## src/rtl/writeback_sequencer_if.sv

```systemverilog
// Result and register-file write bundle for writeback_sequencer.
// master = result producer / register-file observer, slave = the sequencer.
interface writeback_sequencer_if;
  logic        int_valid;
  logic        int_ready;
  logic [4:0]  int_reg;
  logic [31:0] int_data;

  logic        fp_valid;
  logic        fp_ready;
  logic        fp_double;
  logic [4:0]  fp_reg;
  logic [31:0] fp_data1;
  logic [31:0] fp_data2;

  logic        regWrite;
  logic [4:0]  writeReg;
  logic [31:0] writeData;
  logic        regWritef;
  logic        regDWritef;
  logic [4:0]  writeRegf;
  logic [31:0] writeData1f;
  logic [31:0] writeData2f;
  logic        idle;
  logic        dbl_err;

  modport master (
    output int_valid, int_reg, int_data,
    output fp_valid, fp_double, fp_reg, fp_data1, fp_data2,
    input  int_ready, fp_ready,
    input  regWrite, writeReg, writeData,
    input  regWritef, regDWritef, writeRegf, writeData1f, writeData2f,
    input  idle, dbl_err
  );

  modport slave (
    input  int_valid, int_reg, int_data,
    input  fp_valid, fp_double, fp_reg, fp_data1, fp_data2,
    output int_ready, fp_ready,
    output regWrite, writeReg, writeData,
    output regWritef, regDWritef, writeRegf, writeData1f, writeData2f,
    output idle, dbl_err
  );
endinterface

```

## src/rtl/writeback_sequencer.sv

```systemverilog
// Write-side sequencer for the int/FP register file: two result FIFOs,
// round-robin arbitration, one registered register-file write per cycle.
module writeback_sequencer #(
  parameter int unsigned DEPTH = 4,
  parameter int unsigned PTR_W = 2
) (
  input logic                  clk,
  input logic                  rst,
  writeback_sequencer_if.slave bus
);

  localparam logic [PTR_W:0]   FULL_CNT = (PTR_W+1)'(DEPTH);
  localparam logic [PTR_W:0]   CNT_ONE  = (PTR_W+1)'(1);
  localparam logic [PTR_W-1:0] PTR_ONE  = PTR_W'(1);

  typedef enum logic {LAST_INT, LAST_FP} last_e;

  last_e last_q, last_d;

  // Integer FIFO
  logic [4:0]       ireg_mem [DEPTH];
  logic [31:0]      idat_mem [DEPTH];
  logic [PTR_W-1:0] iwr_q, iwr_d, ird_q, ird_d;
  logic [PTR_W:0]   icnt_q, icnt_d;

  // FP FIFO
  logic             fdbl_mem [DEPTH];
  logic [4:0]       freg_mem [DEPTH];
  logic [31:0]      fd1_mem  [DEPTH];
  logic [31:0]      fd2_mem  [DEPTH];
  logic [PTR_W-1:0] fwr_q, fwr_d, frd_q, frd_d;
  logic [PTR_W:0]   fcnt_q, fcnt_d;

  logic int_push, int_pop, fp_push, fp_pop;
  logic int_ne, fp_ne;

  // Registered register-file outputs
  logic        regWrite_q, regWrite_d;
  logic [4:0]  writeReg_q, writeReg_d;
  logic [31:0] writeData_q, writeData_d;
  logic        regWritef_q, regWritef_d;
  logic        regDWritef_q, regDWritef_d;
  logic [4:0]  writeRegf_q, writeRegf_d;
  logic [31:0] writeData1f_q, writeData1f_d;
  logic [31:0] writeData2f_q, writeData2f_d;
  logic        dbl_err_q, dbl_err_d;

  // Head entries
  logic [4:0]  ih_reg;
  logic [31:0] ih_dat;
  logic        fh_dbl;
  logic [4:0]  fh_reg;
  logic [31:0] fh_d1, fh_d2;

  assign ih_reg = ireg_mem[ird_q];
  assign ih_dat = idat_mem[ird_q];
  assign fh_dbl = fdbl_mem[frd_q];
  assign fh_reg = freg_mem[frd_q];
  assign fh_d1  = fd1_mem[frd_q];
  assign fh_d2  = fd2_mem[frd_q];

  // Ready depends only on registered occupancy, so a full FIFO refuses a push
  // even in the cycle it is being popped.
  assign bus.int_ready = (icnt_q != FULL_CNT);
  assign bus.fp_ready  = (fcnt_q != FULL_CNT);
  assign int_push      = bus.int_valid && (icnt_q != FULL_CNT);
  assign fp_push       = bus.fp_valid  && (fcnt_q != FULL_CNT);
  assign int_ne        = (icnt_q != '0);
  assign fp_ne         = (fcnt_q != '0);

  // Arbiter state register: which channel received the previous grant
  always_ff @(posedge clk or posedge rst) begin
    if (rst) last_q <= LAST_FP;
    else     last_q <= last_d;
  end

  // Arbiter next state: remember the channel granted this cycle
  always_comb begin
    last_d = last_q;
    if (int_pop)     last_d = LAST_INT;
    else if (fp_pop) last_d = LAST_FP;
  end

  // Arbiter outputs: serve the lone non-empty FIFO, else the one not served last
  always_comb begin
    int_pop = 1'b0;
    fp_pop  = 1'b0;
    if (int_ne && (!fp_ne || last_q == LAST_FP)) int_pop = 1'b1;
    else if (fp_ne)                              fp_pop  = 1'b1;
  end

  // FIFO pointer and occupancy next state
  always_comb begin
    iwr_d  = int_push ? iwr_q + PTR_ONE : iwr_q;
    ird_d  = int_pop  ? ird_q + PTR_ONE : ird_q;
    fwr_d  = fp_push  ? fwr_q + PTR_ONE : fwr_q;
    frd_d  = fp_pop   ? frd_q + PTR_ONE : frd_q;
    icnt_d = icnt_q;
    fcnt_d = fcnt_q;
    if (int_push && !int_pop)      icnt_d = icnt_q + CNT_ONE;
    else if (!int_push && int_pop) icnt_d = icnt_q - CNT_ONE;
    if (fp_push && !fp_pop)        fcnt_d = fcnt_q + CNT_ONE;
    else if (!fp_push && fp_pop)   fcnt_d = fcnt_q - CNT_ONE;
  end

  // FIFO pointer and occupancy registers
  always_ff @(posedge clk or posedge rst) begin
    if (rst) begin
      iwr_q  <= '0;
      ird_q  <= '0;
      icnt_q <= '0;
      fwr_q  <= '0;
      frd_q  <= '0;
      fcnt_q <= '0;
    end else begin
      iwr_q  <= iwr_d;
      ird_q  <= ird_d;
      icnt_q <= icnt_d;
      fwr_q  <= fwr_d;
      frd_q  <= frd_d;
      fcnt_q <= fcnt_d;
    end
  end

  // FIFO storage; contents are only meaningful behind the occupancy count
  always_ff @(posedge clk) begin
    if (int_push) begin
      ireg_mem[iwr_q] <= bus.int_reg;
      idat_mem[iwr_q] <= bus.int_data;
    end
    if (fp_push) begin
      fdbl_mem[fwr_q] <= bus.fp_double;
      freg_mem[fwr_q] <= bus.fp_reg;
      fd1_mem[fwr_q]  <= bus.fp_data1;
      fd2_mem[fwr_q]  <= bus.fp_data2;
    end
  end

  // Decode the popped entry into next register-file write; discarded targets
  // consume the slot without a strobe and leave address/data untouched
  always_comb begin
    regWrite_d    = 1'b0;
    regWritef_d   = 1'b0;
    regDWritef_d  = 1'b0;
    writeReg_d    = writeReg_q;
    writeData_d   = writeData_q;
    writeRegf_d   = writeRegf_q;
    writeData1f_d = writeData1f_q;
    writeData2f_d = writeData2f_q;
    dbl_err_d     = dbl_err_q;
    if (int_pop && ih_reg != 5'd0) begin
      regWrite_d  = 1'b1;
      writeReg_d  = ih_reg;
      writeData_d = ih_dat;
    end
    if (fp_pop) begin
      if (fh_dbl) begin
        if (fh_reg == 5'd0 || fh_reg == 5'd31) begin
          dbl_err_d = 1'b1;
        end else begin
          regDWritef_d  = 1'b1;
          writeRegf_d   = fh_reg;
          writeData1f_d = fh_d1;
          writeData2f_d = fh_d2;
        end
      end else if (fh_reg != 5'd0) begin
        regWritef_d   = 1'b1;
        writeRegf_d   = fh_reg;
        writeData1f_d = fh_d1;
      end
    end
  end

  // Register-file output registers
  always_ff @(posedge clk or posedge rst) begin
    if (rst) begin
      regWrite_q    <= 1'b0;
      writeReg_q    <= '0;
      writeData_q   <= '0;
      regWritef_q   <= 1'b0;
      regDWritef_q  <= 1'b0;
      writeRegf_q   <= '0;
      writeData1f_q <= '0;
      writeData2f_q <= '0;
      dbl_err_q     <= 1'b0;
    end else begin
      regWrite_q    <= regWrite_d;
      writeReg_q    <= writeReg_d;
      writeData_q   <= writeData_d;
      regWritef_q   <= regWritef_d;
      regDWritef_q  <= regDWritef_d;
      writeRegf_q   <= writeRegf_d;
      writeData1f_q <= writeData1f_d;
      writeData2f_q <= writeData2f_d;
      dbl_err_q     <= dbl_err_d;
    end
  end

  assign bus.regWrite    = regWrite_q;
  assign bus.writeReg    = writeReg_q;
  assign bus.writeData   = writeData_q;
  assign bus.regWritef   = regWritef_q;
  assign bus.regDWritef  = regDWritef_q;
  assign bus.writeRegf   = writeRegf_q;
  assign bus.writeData1f = writeData1f_q;
  assign bus.writeData2f = writeData2f_q;
  assign bus.dbl_err     = dbl_err_q;
  assign bus.idle        = !int_ne && !fp_ne &&
                           !(regWrite_q || regWritef_q || regDWritef_q);

endmodule

```

## src/flat_wrapper.sv

```systemverilog
// flat-port wrapper written by rule: the top's interface ports become plain ports
module writeback_sequencer_flat 
#(
  parameter int unsigned DEPTH = 4,
  parameter int unsigned PTR_W = 2
)
  (clk, rst, bus_int_valid, bus_int_reg, bus_int_data, bus_fp_valid, bus_fp_double, bus_fp_reg, bus_fp_data1, bus_fp_data2, bus_int_ready, bus_fp_ready, bus_regWrite, bus_writeReg, bus_writeData, bus_regWritef, bus_regDWritef, bus_writeRegf, bus_writeData1f, bus_writeData2f, bus_idle, bus_dbl_err);
  writeback_sequencer_if bus_i ();
  input logic clk;
  input logic rst;
  input wire logic [$bits(bus_i.int_valid)-1:0] bus_int_valid;
  input wire logic [$bits(bus_i.int_reg)-1:0] bus_int_reg;
  input wire logic [$bits(bus_i.int_data)-1:0] bus_int_data;
  input wire logic [$bits(bus_i.fp_valid)-1:0] bus_fp_valid;
  input wire logic [$bits(bus_i.fp_double)-1:0] bus_fp_double;
  input wire logic [$bits(bus_i.fp_reg)-1:0] bus_fp_reg;
  input wire logic [$bits(bus_i.fp_data1)-1:0] bus_fp_data1;
  input wire logic [$bits(bus_i.fp_data2)-1:0] bus_fp_data2;
  output wire logic [$bits(bus_i.int_ready)-1:0] bus_int_ready;
  output wire logic [$bits(bus_i.fp_ready)-1:0] bus_fp_ready;
  output wire logic [$bits(bus_i.regWrite)-1:0] bus_regWrite;
  output wire logic [$bits(bus_i.writeReg)-1:0] bus_writeReg;
  output wire logic [$bits(bus_i.writeData)-1:0] bus_writeData;
  output wire logic [$bits(bus_i.regWritef)-1:0] bus_regWritef;
  output wire logic [$bits(bus_i.regDWritef)-1:0] bus_regDWritef;
  output wire logic [$bits(bus_i.writeRegf)-1:0] bus_writeRegf;
  output wire logic [$bits(bus_i.writeData1f)-1:0] bus_writeData1f;
  output wire logic [$bits(bus_i.writeData2f)-1:0] bus_writeData2f;
  output wire logic [$bits(bus_i.idle)-1:0] bus_idle;
  output wire logic [$bits(bus_i.dbl_err)-1:0] bus_dbl_err;
  assign bus_i.int_valid = bus_int_valid;
  assign bus_i.int_reg = bus_int_reg;
  assign bus_i.int_data = bus_int_data;
  assign bus_i.fp_valid = bus_fp_valid;
  assign bus_i.fp_double = bus_fp_double;
  assign bus_i.fp_reg = bus_fp_reg;
  assign bus_i.fp_data1 = bus_fp_data1;
  assign bus_i.fp_data2 = bus_fp_data2;
  assign bus_int_ready = bus_i.int_ready;
  assign bus_fp_ready = bus_i.fp_ready;
  assign bus_regWrite = bus_i.regWrite;
  assign bus_writeReg = bus_i.writeReg;
  assign bus_writeData = bus_i.writeData;
  assign bus_regWritef = bus_i.regWritef;
  assign bus_regDWritef = bus_i.regDWritef;
  assign bus_writeRegf = bus_i.writeRegf;
  assign bus_writeData1f = bus_i.writeData1f;
  assign bus_writeData2f = bus_i.writeData2f;
  assign bus_idle = bus_i.idle;
  assign bus_dbl_err = bus_i.dbl_err;
  writeback_sequencer #(.DEPTH(DEPTH), .PTR_W(PTR_W)) u_core (.clk(clk), .rst(rst), .bus(bus_i));
endmodule
```

## config.mk

```make
export PLATFORM = sky130hd
export DESIGN_NAME = writeback_sequencer_flat
export DESIGN_NICKNAME = d
export VERILOG_FILES = /design/src/rtl/writeback_sequencer_if.sv /design/src/rtl/writeback_sequencer.sv /design/src/flat_wrapper.sv
export SDC_FILE = /design/constraint.sdc
export NUM_CORES = 1
export LEC_CHECK = 0
export CAP_MARGIN = 20
export CORE_MARGIN = 1.5
export CORE_UTILIZATION = 56
export DETAILED_ROUTE_END_ITERATION = 8
export GPL_TIMING_DRIVEN = 0
export HOLD_SLACK_MARGIN = 0.06
export PLACE_DENSITY = 0.76
export SYNTH_ARGS = -nofsm -noshare
export SYNTH_HDL_FRONTEND = slang
export SYNTH_SLANG_ARGS = --single-unit
```

## constraint.sdc

```tcl
create_clock -name clk -period 5.43 [get_ports clk]
set_clock_uncertainty 0.05 [all_clocks]
set_input_delay 0.8145 -clock clk [delete_from_list [all_inputs] [get_ports clk]]
set_output_delay 0.8145 -clock clk [all_outputs]
set_load 0.01 [all_outputs]
```

# Yosys cells after proc, flatten, opt, wreduce, memory -nomap -nowiden
# Memories as Yosys holds them, arrays and structs flattened. A register that Yosys moved wholly into a read port is not among the register bits.
# Cells that the tools add are included.
[word_totals]
output_inout_bits = 113
n_memories = 6
reg_bits = 61
mem_bits_rw = 428
input_bits = 111
[classes]
addsub = 8
reduce_logical = 33
n_eq_ne = 4
n_mux = 26
n_bitwise = 1
[memory_table]
columns = ["memory", "words", "word_bits", "read_ports", "rd_ports_with_merged_regs", "wr", "line_no", "text"]
rows = [
  ["u_core.fd1_mem", 4, 32, 1, 0, 1, "writeback_sequencer.sv:29", "logic [31:0] fd1_mem [DEPTH];"],
  ["u_core.fd2_mem", 4, 32, 1, 1, 1, "writeback_sequencer.sv:30", "logic [31:0] fd2_mem [DEPTH];"],
  ["u_core.idat_mem", 4, 32, 1, 1, 1, "writeback_sequencer.sv:22", "logic [31:0] idat_mem [DEPTH];"],
  ["u_core.freg_mem", 4, 5, 1, 0, 1, "writeback_sequencer.sv:28", "logic [4:0] freg_mem [DEPTH];"],
  ["u_core.ireg_mem", 4, 5, 1, 0, 1, "writeback_sequencer.sv:21", "logic [4:0] ireg_mem [DEPTH];"],
  ["u_core.fdbl_mem", 4, 1, 1, 0, 1, "writeback_sequencer.sv:27", "logic fdbl_mem [DEPTH];"],
]
[ops]
columns = ["op", "count"]
rows = [
  ["2-to-1 mux 32 bit", 3],
  ["2-to-1 mux 1 bit", 16],
  ["2-to-1 mux 5 bit", 3],
  ["2-to-1 mux 3 bit", 4],
  ["logical AND 1 bit", 10],
  ["nonzero test 5 bit", 2],
  ["AND reduction 3 bit", 3],
  ["adder 2 x 1 -> 2 bit (second input constant)", 4],
  ["nonzero test 2 bit", 4],
  ["logical NOT 1 bit", 7],
  ["adder 3 x 1 -> 3 bit (second input constant)", 2],
  ["!= test 3 bit (second input constant)", 2],
  ["nonzero test 3 bit", 2],
  ["subtractor 3 x 1 -> 3 bit (second input constant)", 2],
  ["== test 5 bit (second input constant)", 1],
  ["logical NOT 5 bit", 1],
  ["logical OR 1 bit", 4],
  ["!= test 2 bit (second input constant)", 1],
  ["inverter 1 bit", 1],
]

# Depth between registers and ports, before layout
[depth]
depth_word = 8
ltp_mapped = 10
depth_no_buf = 10

# Worst setup path before layout
# Ideal clock, no wire load.
[synth_timing]
path_kind = "input to register"
start = "in bus_fp_valid"
end = "mem u_core.fd1_mem[0][0], enable pin"
setup_slack_ns = 2.450
arrival_ns = 2.494
n_path_buf = 0
setup_time_ns = 0.436
path_stages = 1
required_time_ns = 4.944
cell_sequence = "and3_1"
[synth_via]
elab_chain_len = 3
[synth_rtl]
columns = ["element", "line_no", "text"]
rows = [
  ["start, declared", "flat_wrapper.sv:14", "input wire logic [$bits(bus_i.fp_valid)-1:0] bus_fp_valid;"],
  ["logical AND 1 bit", "writeback_sequencer.sv:67", "assign fp_push = bus.fp_valid && (fcnt_q != FULL_CNT);"],
  ["2-to-1 mux 1 bit", "writeback_sequencer.sv:131", "if (fp_push) begin"],
  ["2-to-1 mux 1 bit (implied by the code)", "writeback_sequencer.sv:134", "fd1_mem[fwr_q] <= bus.fp_data1;"],
  ["end, declared", "writeback_sequencer.sv:29", ""],
]
# No other way between the ends.

# Final worst setup path
[layout_timing]
start = "reg u_core.icnt_q[0]"
end = "reg u_core.writeData2f_q[17] (netlist: u_core.bus.writeData2f[17]), read port of u_core.fd2_mem"
[layout_via]
elab_chain_len = 4
[layout_rtl]
columns = ["element", "line_no", "text"]
rows = [
  ["start, declared", "writeback_sequencer.sv:24", "logic [PTR_W:0] icnt_q, icnt_d;"],
  ["start signal, assigned", "writeback_sequencer.sv:118", "icnt_q <= icnt_d;"],
  ["nonzero test 3 bit", "writeback_sequencer.sv:68", "assign int_ne = (icnt_q != '0);"],
  ["logical AND 1 bit", "writeback_sequencer.sv:88", "if (int_ne && (!fp_ne || last_q == LAST_FP)) int_pop = 1'b1;"],
  ["2-to-1 mux 1 bit", "writeback_sequencer.sv:88", ""],
  ["AND reduction 3 bit (no source line)", "--", ""],
  ["end, declared", "writeback_sequencer.sv:45", "logic [31:0] writeData2f_q, writeData2f_d;"],
]
# No other way between the ends.
# A chain may end at the register's enable or synchronous reset.

==> summary.md <==
| Metric | Value |
|---|---|
| CTS tree | yes |
| Count of port buffers added during placement | 223 |
| Total DRC errors in the routed layout | 13 |
| Number of non-filler instances in the completed layout | 1674 |
| Die Y-Extent | 194.2 µm |
| Depth of the CTS H-tree | 2 |
| Total power after layout | 15.07 mW |
| GRT Overall Usage | 0.2189 |
| Die Wd | 194.2 µm |
| Storage cell area | 0.01598 mm² |
| Clk slew on worst S/H paths | 60 ps |
| Clock insertion delay at the later pin of the skew report | 590 ps |
| Number of different library cells in the post-synthesis netlist | 35 |
| Most frequent standard cell in the layout excluding fill and tap cells | sky130_fd_sc_hd__edfxtp_1 |
| Category of the most critical setup path | reg2reg |
| Part of the Yosys area used for sequential elements | 0.7805 |
| Post-detailed-routing wire length | 39520 µm |
| Fraction of final layout cells sized beyond drive strength 1 | 0.2667 |
| Critical path required time | 5830 ps |
| Antenna violations before repair | 3 |
| Number of placement rows | 69 |
| Slew @ Worst Pin | 944.7 ps |
| Worst slew slack as a fraction of its limit | 0.3702 |
| Worst reg2reg path depth | 6 |
| Worst hold stages | 1 |
| Post-detail-place hpwl | 24680 µm |
| Data arrival time of the critical path | 3720 ps |
| Layout overhead on the synthesized area | 23.32% |
| Hold-fix buffers, CTS | 0 |
| Critical path endpoint category | flop |
| First-pass GRT wire length | 61320 µm |
| Post-route clock period utilization | 0.6117 |
| Combined area of the multi-input logic cells | 0.004265 mm² |
| Root cell of the clock tree | sky130_fd_sc_hd__clkbuf_16 |
| Post-Syn Instances | 880 |
| Final setup slack of the worst path | 2109 ps |
| Top FF cell, synth | sky130_fd_sc_hd__edfxtp_1 |
| Average detailed-routed wire length per instance | 23.61 µm |
| Max Fclk | 301.1 MHz |
| Number of enable flip-flop cells after synthesis | 428 |
| Filler cells | 2203 |
| Pins Over Slew Limit | 0 |
| Leakage power of the design | 8.805 nW |
| Boundary Pins | 224 |
| Maximum number of buffers from clock root to sink | 3 |
| Post-layout min period | 3321 ps |
| Number of global-route vias before repair | 10360 |
| Startpoint of the worst register-to-register path | u_core.icnt_q[0] |
| #FFs+latches synth | 553 |
| Syn Nets | 1003 |
| Max-cap violations | 0 |
| Routability congestion estimate from global placement | 0.7109 |
| Most frequent cells in the layout | 428 x sky130_fd_sc_hd__edfxtp_1, 223 x sky130_fd_sc_hd__clkdlybuf4s50_1, 124 x sky130_fd_sc_hd__dfrtp_1 |
| RSZ-0062 raised after global routing | no |
| Total power divided by cell area | 596.7 mW/mm² |
| Max FO, Critical Path | 10 |
| Hold Path Origin | u_core.bus.writeData[8] |
| Summed negative setup slack over all endpoints | 0 ps |
| Mean instance size in the synthesized netlist | 23.27 µm² |
| Syn. warnings | 0 |
| Peak supply drop | 0.4483 mV |
| Number of nets in the layout | 1291 |
| Register-to-Register Setup Slack | 2110 ps |
| Post-Place Worst Slack | 2109 ps |
| Quantity of gates resized following cts | 0 |
| Sinks on the clock net | 553 |
| Result of the run | finished, violations left |
| Violated checks | design-rule violations |
| Vias/cell | 5.657 |
| TritonRoute pass-1 iters | 7 |
| Post-placement cell count | 1573 |
| Number of setup violations in the final report | 0 |
| Core box area | 0.03574 mm² |
| Detailed-route via count | 9469 |
| Worst min-delay path endpoint | u_core.bus.writeData[8] |
| Remaining antenna violation count | 0 |
| Utilization of the core after routing | 0.7065 |
| Min-delay worst type | reg2reg |
| FFs w/ async S/R, synth | 0.2260 |
| Pin count of the biggest net entering global routing | 70 |
| Count of buffers added by post-CTS timing repair for setup | 0 |
| R2R Path End | u_core.bus.writeData2f[17] |
| Hold violation total from the final report | 0 |
| GRT overflow | 0 |
| Worst Setup Start Kind | flop |
| Cell Area, Synth | 0.02048 mm² |
| Initial core utilization | 0.5729 |
| Die footprint | 0.03772 mm² |
| Num CTS Buffers | 54 |
| Initial DRC count | 496 |
cells by family (layout without fill, tap and decap cells):
| logic type | count (synthesis) | after routing | synth area share |
|---|---|---|---|
| AO/OA/AOI/OAI | 10 | 10 | 0.003238 |
| XOR/XNOR | 12 | 12 | 0.005133 |
| adder cells (fa/ha/maj) | 12 | 12 | 0.008066 |
| buffers and inverters | 46 | 377 | 0.01246 |
| flip-flops | 553 | 553 | 0.7805 |
| multiplexers | 214 | 214 | 0.1820 |
| other | 0 | 2 | 0 |
| AND/OR/NAND/NOR | 33 | 33 | 0.008615 |
synth_stat cells (3+ instances only):
library cell               instances  area, µm²
sky130_fd_sc_hd__inv_1            11      41.29
sky130_fd_sc_hd__mux4_2          107       2410
sky130_fd_sc_hd__nor2_1            7      26.28
sky130_fd_sc_hd__dfrtp_1         124       3103
sky130_fd_sc_hd__buf_2             6      30.03
sky130_fd_sc_hd__and3_1            9      56.30
sky130_fd_sc_hd__buf_12            3      60.06
sky130_fd_sc_hd__mux2_2           77      867.1
sky130_fd_sc_hd__xnor2_1           7      61.31
sky130_fd_sc_hd__xor2_1            5      43.79
sky130_fd_sc_hd__nand2_1           7      26.28
sky130_fd_sc_hd__ha_1             10      125.1
sky130_fd_sc_hd__edfxtp_1        428      12850
sky130_fd_sc_hd__clkbuf_1         17      63.81
sky130_fd_sc_hd__mux2_4           30      450.4
sky130_fd_sc_hd__o21ai_0           3      15.01
sky130_fd_sc_hd__buf_1             4      15.01
sky130_fd_sc_hd__buf_4             3      22.52
state kept, by name, summed over array words and instances (netlist names):
signal and count:
u_core.bus.dbl_err 1, u_core.bus.regDWritef 1, u_core.bus.regWrite 1, u_core.bus.regWritef 1, u_core.bus.writeData 32, u_core.bus.writeData1f 32, u_core.bus.writeData2f 32, u_core.bus.writeReg 5
u_core.bus.writeRegf 5, u_core.fcnt_q 3, u_core.fd1_mem 128, u_core.fd2_mem 128, u_core.fdbl_mem 4, u_core.frd_q 2, u_core.freg_mem 20, u_core.fwr_q 2
u_core.icnt_q 3, u_core.idat_mem 128, u_core.ird_q 2, u_core.ireg_mem 20, u_core.iwr_q 2, u_core.last_q 1
critical path, stage by stage (launching register included):
cell,delay [ps]
sky130_fd_sc_hd__dfrtp_1,450
sky130_fd_sc_hd__or3_1,380
sky130_fd_sc_hd__a21oi_1,600
sky130_fd_sc_hd__o21ai_2,170
sky130_fd_sc_hd__nor3b_2,720
sky130_fd_sc_hd__buf_2,430
sky130_fd_sc_hd__mux2_2,380
report_power, final:
group,switching (mW),internal (mW)
logic,2.31,2.91
clock network,1.49,2.11
registers,0.439,5.80
layer usage:
metal	part of all wire	up-vias	wire, µm	GRT usage
met5	0.00043	-	17	0
met4	0.020	2	777	0.06626
met3	0.069	55	2742	0.05618
met2	0.51	260	20310	0.3693
met1	0.40	4987	15670	0.2829
li1	-	4165	-	-
cell type report:
type | instances | share of cell area
Clock buffer | 85 | 0.06213
Buffer | 35 | 0.008473
Clock inverter | 14 | 0.005698
Timing Repair Buffer | 232 | 0.09702
Inverter | 11 | 0.001833
Antenna cell | 2 | 0.0001982
Sequential cell | 553 | 0.6329
Multi-Input combinational cell | 281 | 0.1689
Tap cell | 461 | 0.02284
worst max-delay path by stage:
stage                           from  slack [ps]                         end  cells after the start
global placement                 rst       -1580   u_core.bus.writeData2f[4]                      2
detailed placement  u_core.icnt_q[0]        2110  u_core.bus.writeData2f[17]                      6
global route        u_core.icnt_q[0]        1950  u_core.bus.writeData2f[24]                      6
finish              u_core.icnt_q[0]        2110  u_core.bus.writeData2f[17]                      6
floorplan                        rst        1240          u_core.bus.dbl_err                      1
CTS                 u_core.icnt_q[1]        2090  u_core.bus.writeData2f[17]                      6
through the flow:
step	hold slack, ps	instance area [µm²]
2_1_floorplan	413.6	20480
3_5_place_dp	442.1	23530
6_report	453.2	25250
5_1_grt	465.1	25250
4_1_cts	455.1	25250
3_3_place_gp	400.7	23290
(Power assumes the default switching activity.)
